## src/rtl/unified_stream_unpacker.sv

```systemverilog
// unified_stream_unpacker
//   Takes unified-format complex samples (FP8 pair in [23:8], FP4 pair in [7:0]),
//   selects the field indicated by in_prec, widens FP4 E2M1 to FP8 E4M3 exactly,
//   and buffers the result in a 2-entry FIFO tagged with frame-last and widened flags.
//
// Ports
//   clk, rst                   rising-edge clock, synchronous active-high reset
//   in_valid/in_ready/in_data  input stream (24-bit unified sample)
//   in_prec                    0 = FP4 field valid, 1 = FP8 field valid
//   out_valid/out_ready        output stream handshake
//   out_data                   FP8 E4M3 complex sample {real, imag}
//   out_last                   final sample of a FRAME_LEN-sample frame
//   out_widened                sample was converted from the FP4 field
module unified_stream_unpacker #(
    parameter int unsigned FRAME_LEN = 8
) (
    input  logic        clk,
    input  logic        rst,
    input  logic        in_valid,
    output logic        in_ready,
    input  logic [23:0] in_data,
    input  logic        in_prec,
    output logic        out_valid,
    input  logic        out_ready,
    output logic [15:0] out_data,
    output logic        out_last,
    output logic        out_widened
);

    localparam int unsigned CNT_W = (FRAME_LEN > 1) ? $clog2(FRAME_LEN) : 1;
    localparam logic [CNT_W-1:0] LAST_POS = CNT_W'(FRAME_LEN - 1);

    typedef struct packed {
        logic [15:0] data;
        logic        last;
        logic        widened;
    } entry_t;

    // E2M1 -> E4M3: bias moves from 1 to 7, so normals gain 6 on the exponent.
    // The single E2M1 subnormal (0.5) is a normal in E4M3 (exponent 6, mantissa 0).
    function automatic logic [7:0] fp4_to_fp8(input logic [3:0] nib);
        logic       s;
        logic [1:0] e;
        logic       m;
        logic [7:0] res;
        s = nib[3];
        e = nib[2:1];
        m = nib[0];
        if (e == 2'b00) begin
            res = m ? {s, 4'b0110, 3'b000} : {s, 7'b0000000};
        end else begin
            res = {s, {2'b00, e} + 4'd6, m, 2'b00};
        end
        return res;
    endfunction

    entry_t           mem_q [2];
    logic             rd_ptr_q, rd_ptr_d;
    logic             wr_ptr_q, wr_ptr_d;
    logic [1:0]       count_q, count_d;
    logic [CNT_W-1:0] frame_cnt_q, frame_cnt_d;

    logic   push;
    logic   pop;
    entry_t new_entry;
    entry_t head;

    // in_ready depends only on registered occupancy and rst, never on out_ready.
    assign in_ready = (count_q != 2'd2) && !rst;
    assign push     = in_valid && in_ready;
    assign pop      = out_valid && out_ready;

    always_comb begin
        new_entry.widened = !in_prec;
        new_entry.last    = (frame_cnt_q == LAST_POS);
        if (in_prec) begin
            new_entry.data = in_data[23:8];
        end else begin
            new_entry.data = {fp4_to_fp8(in_data[7:4]), fp4_to_fp8(in_data[3:0])};
        end
    end

    always_comb begin
        rd_ptr_d    = rd_ptr_q;
        wr_ptr_d    = wr_ptr_q;
        count_d     = count_q;
        frame_cnt_d = frame_cnt_q;
        if (push) begin
            wr_ptr_d    = ~wr_ptr_q;
            frame_cnt_d = (frame_cnt_q == LAST_POS) ? '0 : frame_cnt_q + CNT_W'(1);
        end
        if (pop) begin
            rd_ptr_d = ~rd_ptr_q;
        end
        unique case ({push, pop})
            2'b10:   count_d = count_q + 2'd1;
            2'b01:   count_d = count_q - 2'd1;
            default: count_d = count_q;
        endcase
    end

    always_ff @(posedge clk) begin
        if (rst) begin
            rd_ptr_q    <= 1'b0;
            wr_ptr_q    <= 1'b0;
            count_q     <= 2'd0;
            frame_cnt_q <= '0;
        end else begin
            rd_ptr_q    <= rd_ptr_d;
            wr_ptr_q    <= wr_ptr_d;
            count_q     <= count_d;
            frame_cnt_q <= frame_cnt_d;
        end
    end

    // Storage needs no reset: entries are only observed while counted as occupied.
    always_ff @(posedge clk) begin
        if (push) begin
            mem_q[wr_ptr_q] <= new_entry;
        end
    end

    assign out_valid   = (count_q != 2'd0);
    assign head        = mem_q[rd_ptr_q];
    assign out_data    = out_valid ? head.data : 16'h0000;
    assign out_last    = out_valid ? head.last : 1'b0;
    assign out_widened = out_valid ? head.widened : 1'b0;

endmodule

```

## config.mk

```make
export PLATFORM = sky130hd
export DESIGN_NAME = unified_stream_unpacker
export DESIGN_NICKNAME = d
export VERILOG_FILES = /design/src/rtl/unified_stream_unpacker.sv
export SDC_FILE = /design/constraint.sdc
export NUM_CORES = 1
export LEC_CHECK = 0
export BUFFER_PORTS_ARGS = -buffer_cell sky130_fd_sc_hd__buf_2
export CORE_MARGIN = 8
export CORE_UTILIZATION = 56
export CTS_CLUSTER_SIZE = 10
export DETAILED_ROUTE_END_ITERATION = 7
export GPL_TIMING_DRIVEN = 0
export PLACE_DENSITY = 0.84
export SLEW_MARGIN = 20
export SYNTH_ARGS = -nofsm -noshare
export SYNTH_HDL_FRONTEND = slang
export SYNTH_SLANG_ARGS = --single-unit
```

## constraint.sdc

```tcl
create_clock -name clk -period 6 [get_ports clk]
set_clock_uncertainty 0.2 [all_clocks]
set_input_delay 0.6 -clock clk [delete_from_list [all_inputs] [get_ports clk]]
set_output_delay 0.6 -clock clk [all_outputs]
set_load 0.01 [all_outputs]
```

==> results.yml, run 1 <==
critical_path:
  crit_fanout: 10
  cp-startpoint: "count_q[0]"
  arrival_ns: 1.67
  cp_slowest_cell: "nor2_2"
  path_cells: "buf_4, nor2_2, buf_2, nor2_1, buf_2"
  cp_common_cell: "buf_2"
  required_ns: 5.20
  crit_cells: 5
  cpPeakStageDelay_ns: 0.33
  r2r-end: "mem_q[0][2]"
  end_kind: "output port"
  crit_type: "reg2out"
  ff2ff_setup_slack_ns: 3.92
  crit_family: "buffers and inverters"
  start_kind: "flip-flop"
  cp.buffers_inverters: 3
  r2r_start: "count_q[0]"
  r2r_cells: 5
yosys:
  ys.flop_type: "edfxtp_1"
  yosys_warnings: 0
  yosysSeqAreaShare_pct: 64.5
  synth_seq_cells: 44
  netlist_instances: 151
  syn-cell-area_um2: 1920
  synth_edf_count: 36
  synth_top_area_share_pct: 56.2
  synth-async-reset-ratio_pct: 0
  synthesis.nets: 183
  syn_area_per_cell_um2: 12.7
  synth_largest_area_cell: "edfxtp_1"
  synth.distinct_cells: 25
  synthTopCellsByArea: "edfxtp_1, mux2i_1, dfxtp_1"
floorplan:
  die_h_um: 74.6
  rows: 21
  ios: 49
  start_util_pct: 58.1
  die_x_um: 74.6
  coreArea_um2: 3310
  die_area_um2: 5570
timing:
  drv_slew: 0
  hold_viol: 0
  setup_viol: 0
  clock.fmax_ghz: 0.404
  min_period_over_period_pct: 41.2
  slew_headroom_pct: 66.9
  worst_slew_pin_slew_ns: 0.496
  rsz0062_at_grt: "no"
  min_period_ns: 2.47
  tns_ns: 0
  holdWs_ns: 0.284
route:
  antenna_left: 0
  routed-via-count: 1275
  first_pass_iters: 4
  drc: 0
  wl_per_cell_um: 14.5
  totalWireLength_mm: 3.67
  routed_via_density: 5.04
  first_iter_violations: 54
clock_tree:
  cts.path.max_buffers: 2
  cts_resized: 0
  cts_root_buf: "clkbuf_4"
  tritoncts: "done"
  post_cts_buffers: 0
  cts.sinks: 44
  htreeDepth: 2
  cts_hold_buf: 0
  clkTransAtPathRegs_ns: 0.11
  clkLatencyLatePin_ns: 0.34
  numCtsBuffers: 5
finish:
  area_delta_synth_final_pct: 18.6
  layout-drive-gt1-share_pct: 35.3
  finalInstanceArea_um2: 2280
  n_fill_cell: 266
  layout.cells.most_common: "buf_2"
  antennaDiodeCount: 0
  fin_util_pct: 68.9
  final_nets: 238
  final_cell_mix: "buf_2, edfxtp_1, nor2_1"
hold_path:
  min_to: "frame_cnt_q[2]"
  hold_class: "in2reg"
  min_from: "rst"
  hold_depth: 2
global_route:
  grt_max_degree: 19
  grt_pass1_wl_mm: 5.84
  grt-ovfl-total: 0
  grtUsageTotal_pct: 14.0
  grt_pass1_vias: 1311
  antenna_found_initial: 0
placement:
  dpl.hpwl_mm: 2.78
  place_congestion: 0.787
  io_buffers: 47
  place_area_um2: 2230
pwr:
  power.leakage_nw: 0.935
  vdd_ir_drop_max_uv: 178
  p_per_area_nw_per_um2: 339
status:
  status: "complete, no violations"
run:
  cap_viol_max_count: 0
==> stage by stage <==
step	worst slack (ns)	cells	power, mW
after floorplan	3.38	151	0.562
after global placement	2.99	244	0.644
after detailed placement	3.59	245	0.655
after CTS	3.50	253	0.784
after global routing	3.39	253	0.821
final	3.53	253	0.774
==> report_power, final <==
part,switching (mW),internal (mW)
sequential,0.0117,0.364
combinational,0.154,0.115
clock,0.0864,0.0431
==> cell families after synthesis <==
family                   after synthesis  synth area share (%)
AND/OR/NAND/NOR                       49                  11.8
AO/OA/AOI/OAI                         17                  4.42
multiplexers                          24                  12.9
XOR/XNOR                               3                  1.37
adder cells (fa/ha/maj)                3                  1.95
flip-flops                            44                  64.5
buffers and inverters                 11                  3.06
==> sequential cells by signal (all words and copies together), names as in the netlist, named ones only <==
| register | cells |
|---|---|
| count_q | 2 |
| frame_cnt_q | 3 |
| rd_ptr_q | 1 |
| mem_q | 36 |
| wr_ptr_q | 1 |
==> final cells by class <==
cell class | instances | area (um2) | area share, %
buffer | 7 | 43.8 | 1.92
sequential | 44 | 1240 | 54.4
multi-input combinational | 96 | 627 | 27.5
clock buffer | 5 | 37.5 | 1.64
tap | 46 | 57.6 | 2.52
timing repair buffer | 48 | 246 | 10.8
inverter | 4 | 15.0 | 0.658
clock inverter | 3 | 13.8 | 0.603
==> cell usage after synthesis (2+ instances only) <==
library cell  instances
edfxtp_1             36
nor2_1               25
a21oi_1               5
dfxtp_1               8
xor2_1                2
o21ai_0              12
ha_1                  3
inv_1                 3
or3_1                 2
and2_1                4
buf_2                 2
buf_4                 4
nand2_1              10
mux2_2                6
nand3_1               2
mux2i_1              18
==> worst max path at each step <==
stage	end	slack [ns]
after floorplan	mem_q[0][0]	3.38
after detailed placement	mem_q[0][15]	3.59
after CTS	out_data[12]	3.50
final	out_data[12]	3.53
after global routing	out_data[6]	3.39
after global placement	mem_q[0][14]	2.99
==> layer usage <==
| layer | part of all wire [%] | GRT usage (%) | up-vias |
|---|---|---|---|
| met5 | 0 | 0 | - |
| met4 | 2.6 | 6.30 | 0 |
| met3 | 6.6 | 5.73 | 8 |
| met2 | 51 | 23.3 | 43 |
| met1 | 40 | 15.3 | 578 |
| li1 | - | - | 646 |
No activity file was read; power rests on OpenSTA's default activity.
==> run 2: changes to the inputs <==
--- a/config.mk
+++ b/config.mk
@@ -7,11 +7,11 @@
 export LEC_CHECK = 0
 export BUFFER_PORTS_ARGS = -buffer_cell sky130_fd_sc_hd__buf_2
 export CORE_MARGIN = 8
-export CORE_UTILIZATION = 56
+export CORE_UTILIZATION = 52
 export CTS_CLUSTER_SIZE = 10
 export DETAILED_ROUTE_END_ITERATION = 7
 export GPL_TIMING_DRIVEN = 0
-export PLACE_DENSITY = 0.84
+export PLACE_DENSITY = 0.78
 export SLEW_MARGIN = 20
 export SYNTH_ARGS = -nofsm -noshare
 export SYNTH_HDL_FRONTEND = slang
==> constraint.sdc (replaced) <==
create_clock -name clk -period 2.6 [get_ports clk]
set_clock_uncertainty 0.2 [all_clocks]
set_input_delay 0.26 -clock clk [delete_from_list [all_inputs] [get_ports clk]]
set_output_delay 0.26 -clock clk [all_outputs]
set_load 0.01 [all_outputs]
==> run 2 against run 1 <==
  * Via count fell by 0.78%
  * Critical path type is now in2reg
  * Largest power group unchanged
  * Hold slack worse by 0.21 ns
  * Core utilization decreased by 4.5 points
  * Final area rose by 1.8%
  * Non-clock buffer count rose by 1
  * Critical endpoint is now count_q[1]
  * Routed wire length is 1.2% higher
  * Critical path depth up 1
==> results.yml, run 2 (same netlist as run 1, synthesis figures left out) <==
pwr:
  power.leakage_nw: 0.947
  sw_frac_of_total_pct: 31.1
  vdd_ir_drop_max_uv: 490
  power_switching_mw: 0.579
  intPower_mw: 1.29
  power_frac_comb_pct: 33.4
  fin_total_pwr_mw: 1.87
  p_per_area_nw_per_um2: 803
  power_frac_seq_pct: 46.5
  pwr-share-clk_pct: 20.1
finish:
  layout.cells.most_common: "buf_2"
  seq_area_um2: 1240
  antennaDiodeCount: 0
  reg_top3: "mem_q: 36 flops, frame_cnt_q: 3 flops, count_q: 2 flops"
  area_delta_synth_final_pct: 20.7
  regMostFlops: "mem_q"
  fin_util_pct: 64.4
  final_cell_mix: "buf_2, edfxtp_1, nor2_1"
  final_nets: 239
  layout-drive-gt1-share_pct: 34.3
  largest_reg_flops: 36
  multi_input_area_um2: 627
  n_fill_cell: 297
timing:
  clock.fmax_ghz: 0.434
  min_period_ns: 2.30
  drv_slew: 0
  min_period_over_period_pct: 88.6
  worst_slew_pin_slew_ns: 0.484
  fin_ws_ns: 0.297
  setup_viol: 0
  rsz0062_at_grt: "no"
  hold_viol: 0
  slew_headroom_pct: 67.7
  tns_ns: 0
global_route:
  grt_pass1_wl_mm: 5.84
  grt_pass1_vias: 1283
  grtUsageTotal_pct: 12.7
  antenna_found_initial: 0
  grt_max_degree: 19
  grt-ovfl-total: 0
floorplan:
  die_h_um: 76.8
  die_area_um2: 5900
  ios: 49
  rows: 22
  coreArea_um2: 3610
  die_x_um: 76.8
  start_util_pct: 53.4
clock_tree:
  cts.sinks: 44
  cts.path.max_buffers: 2
  cts_root_buf: "clkbuf_8"
  htreeDepth: 2
  tritoncts: "done"
  cts_hold_buf: 1
  clkLatencyLatePin_ns: 0.28
  numCtsBuffers: 5
  clkTransAtPathRegs_ns: 0.07
  post_cts_buffers: 0
  cts_resized: 0
critical_path:
  path_cells: "dlygate4sd3_1, buf_4, or3_2, ha_1, or3_1, a21oi_1"
  crit_type: "in2reg"
  cp.buffers_inverters: 2
  start_kind: "input port"
  arrival_ns: 2.32
  crit_fanout: 10
  crit_family: "simple AND/OR/NAND/NOR gates"
  cpPeakStageDelay_ns: 0.54
  required_ns: 2.62
  end_kind: "flip-flop"
  cp_slowest_cell: "dlygate4sd3_1"
route:
  routed-via-count: 1265
  wl_per_cell_um: 14.6
  routed_via_density: 4.96
  drc: 0
  first_iter_violations: 67
  first_pass_iters: 4
  totalWireLength_mm: 3.72
  antenna_left: 0
run:
  cap_viol_max_count: 0
hold_path:
  hold_class: "in2reg"
placement:
  place_congestion: 0.736
  dp_slack_ns: 0.496
  io_buffers: 47
  dpl.hpwl_mm: 2.86
status:
  status: "complete, no violations"
[run 2: stage by stage]
stage	cell area (um2)	hold slack [ns]	cells
floorplan	1920	0.219	151
global route	2320	0.0564	255
detailed placement	2240	0.287	247
global placement	2220	0.269	246
finish	2320	0.0721	255
CTS	2320	0.0584	255
[run 2: worst min-delay path, delay by kind of cell]
family	cells	cell delay (ns)
and+or+nand+nor	2	0.11
buffers and inverters	1	0.08
[run 2: path summary, 6_finish.rpt]
check | startpoint | to | slack (ns) | depth (start not counted)
max | rst | count_q[1] | 0.30 | 6
min | in_data[21] | mem_q[1][15] | 0.07 | 3
max reg2reg | count_q[1] | count_q[1] | 0.51 | 5
min reg2reg | frame_cnt_q[1] | frame_cnt_q[1] | 0.30 | 2
[run 2: power groups by stage]
stage          combinational (mW)  sequential (mW)  clock, mW
6_report                    0.623            0.867      0.375
5_1_grt                     0.688            0.874      0.406
4_1_cts                     0.637            0.868      0.386
2_1_floorplan               0.420            0.876          0
3_3_place_gp                0.608            0.880          0
3_5_place_dp                0.634            0.883          0
[run 2: area by class of cell]
type,count,share of cell area [%]
inverter,4,0.646
buffer,7,1.88
clock inverter,2,0.323
sequential,44,53.4
tap,48,2.58
clock buffer,5,2.96
timing repair buffer,49,11.2
multi-input combinational,96,27.0
[run 2: routing by layer]
metal	global-route usage, %	up-vias	wire, um
met4	5.96	0	58
met3	5.71	6	236
met5	0	-	0
li1	-	648	-
met1	11.5	582	1420
met2	23.4	29	2000
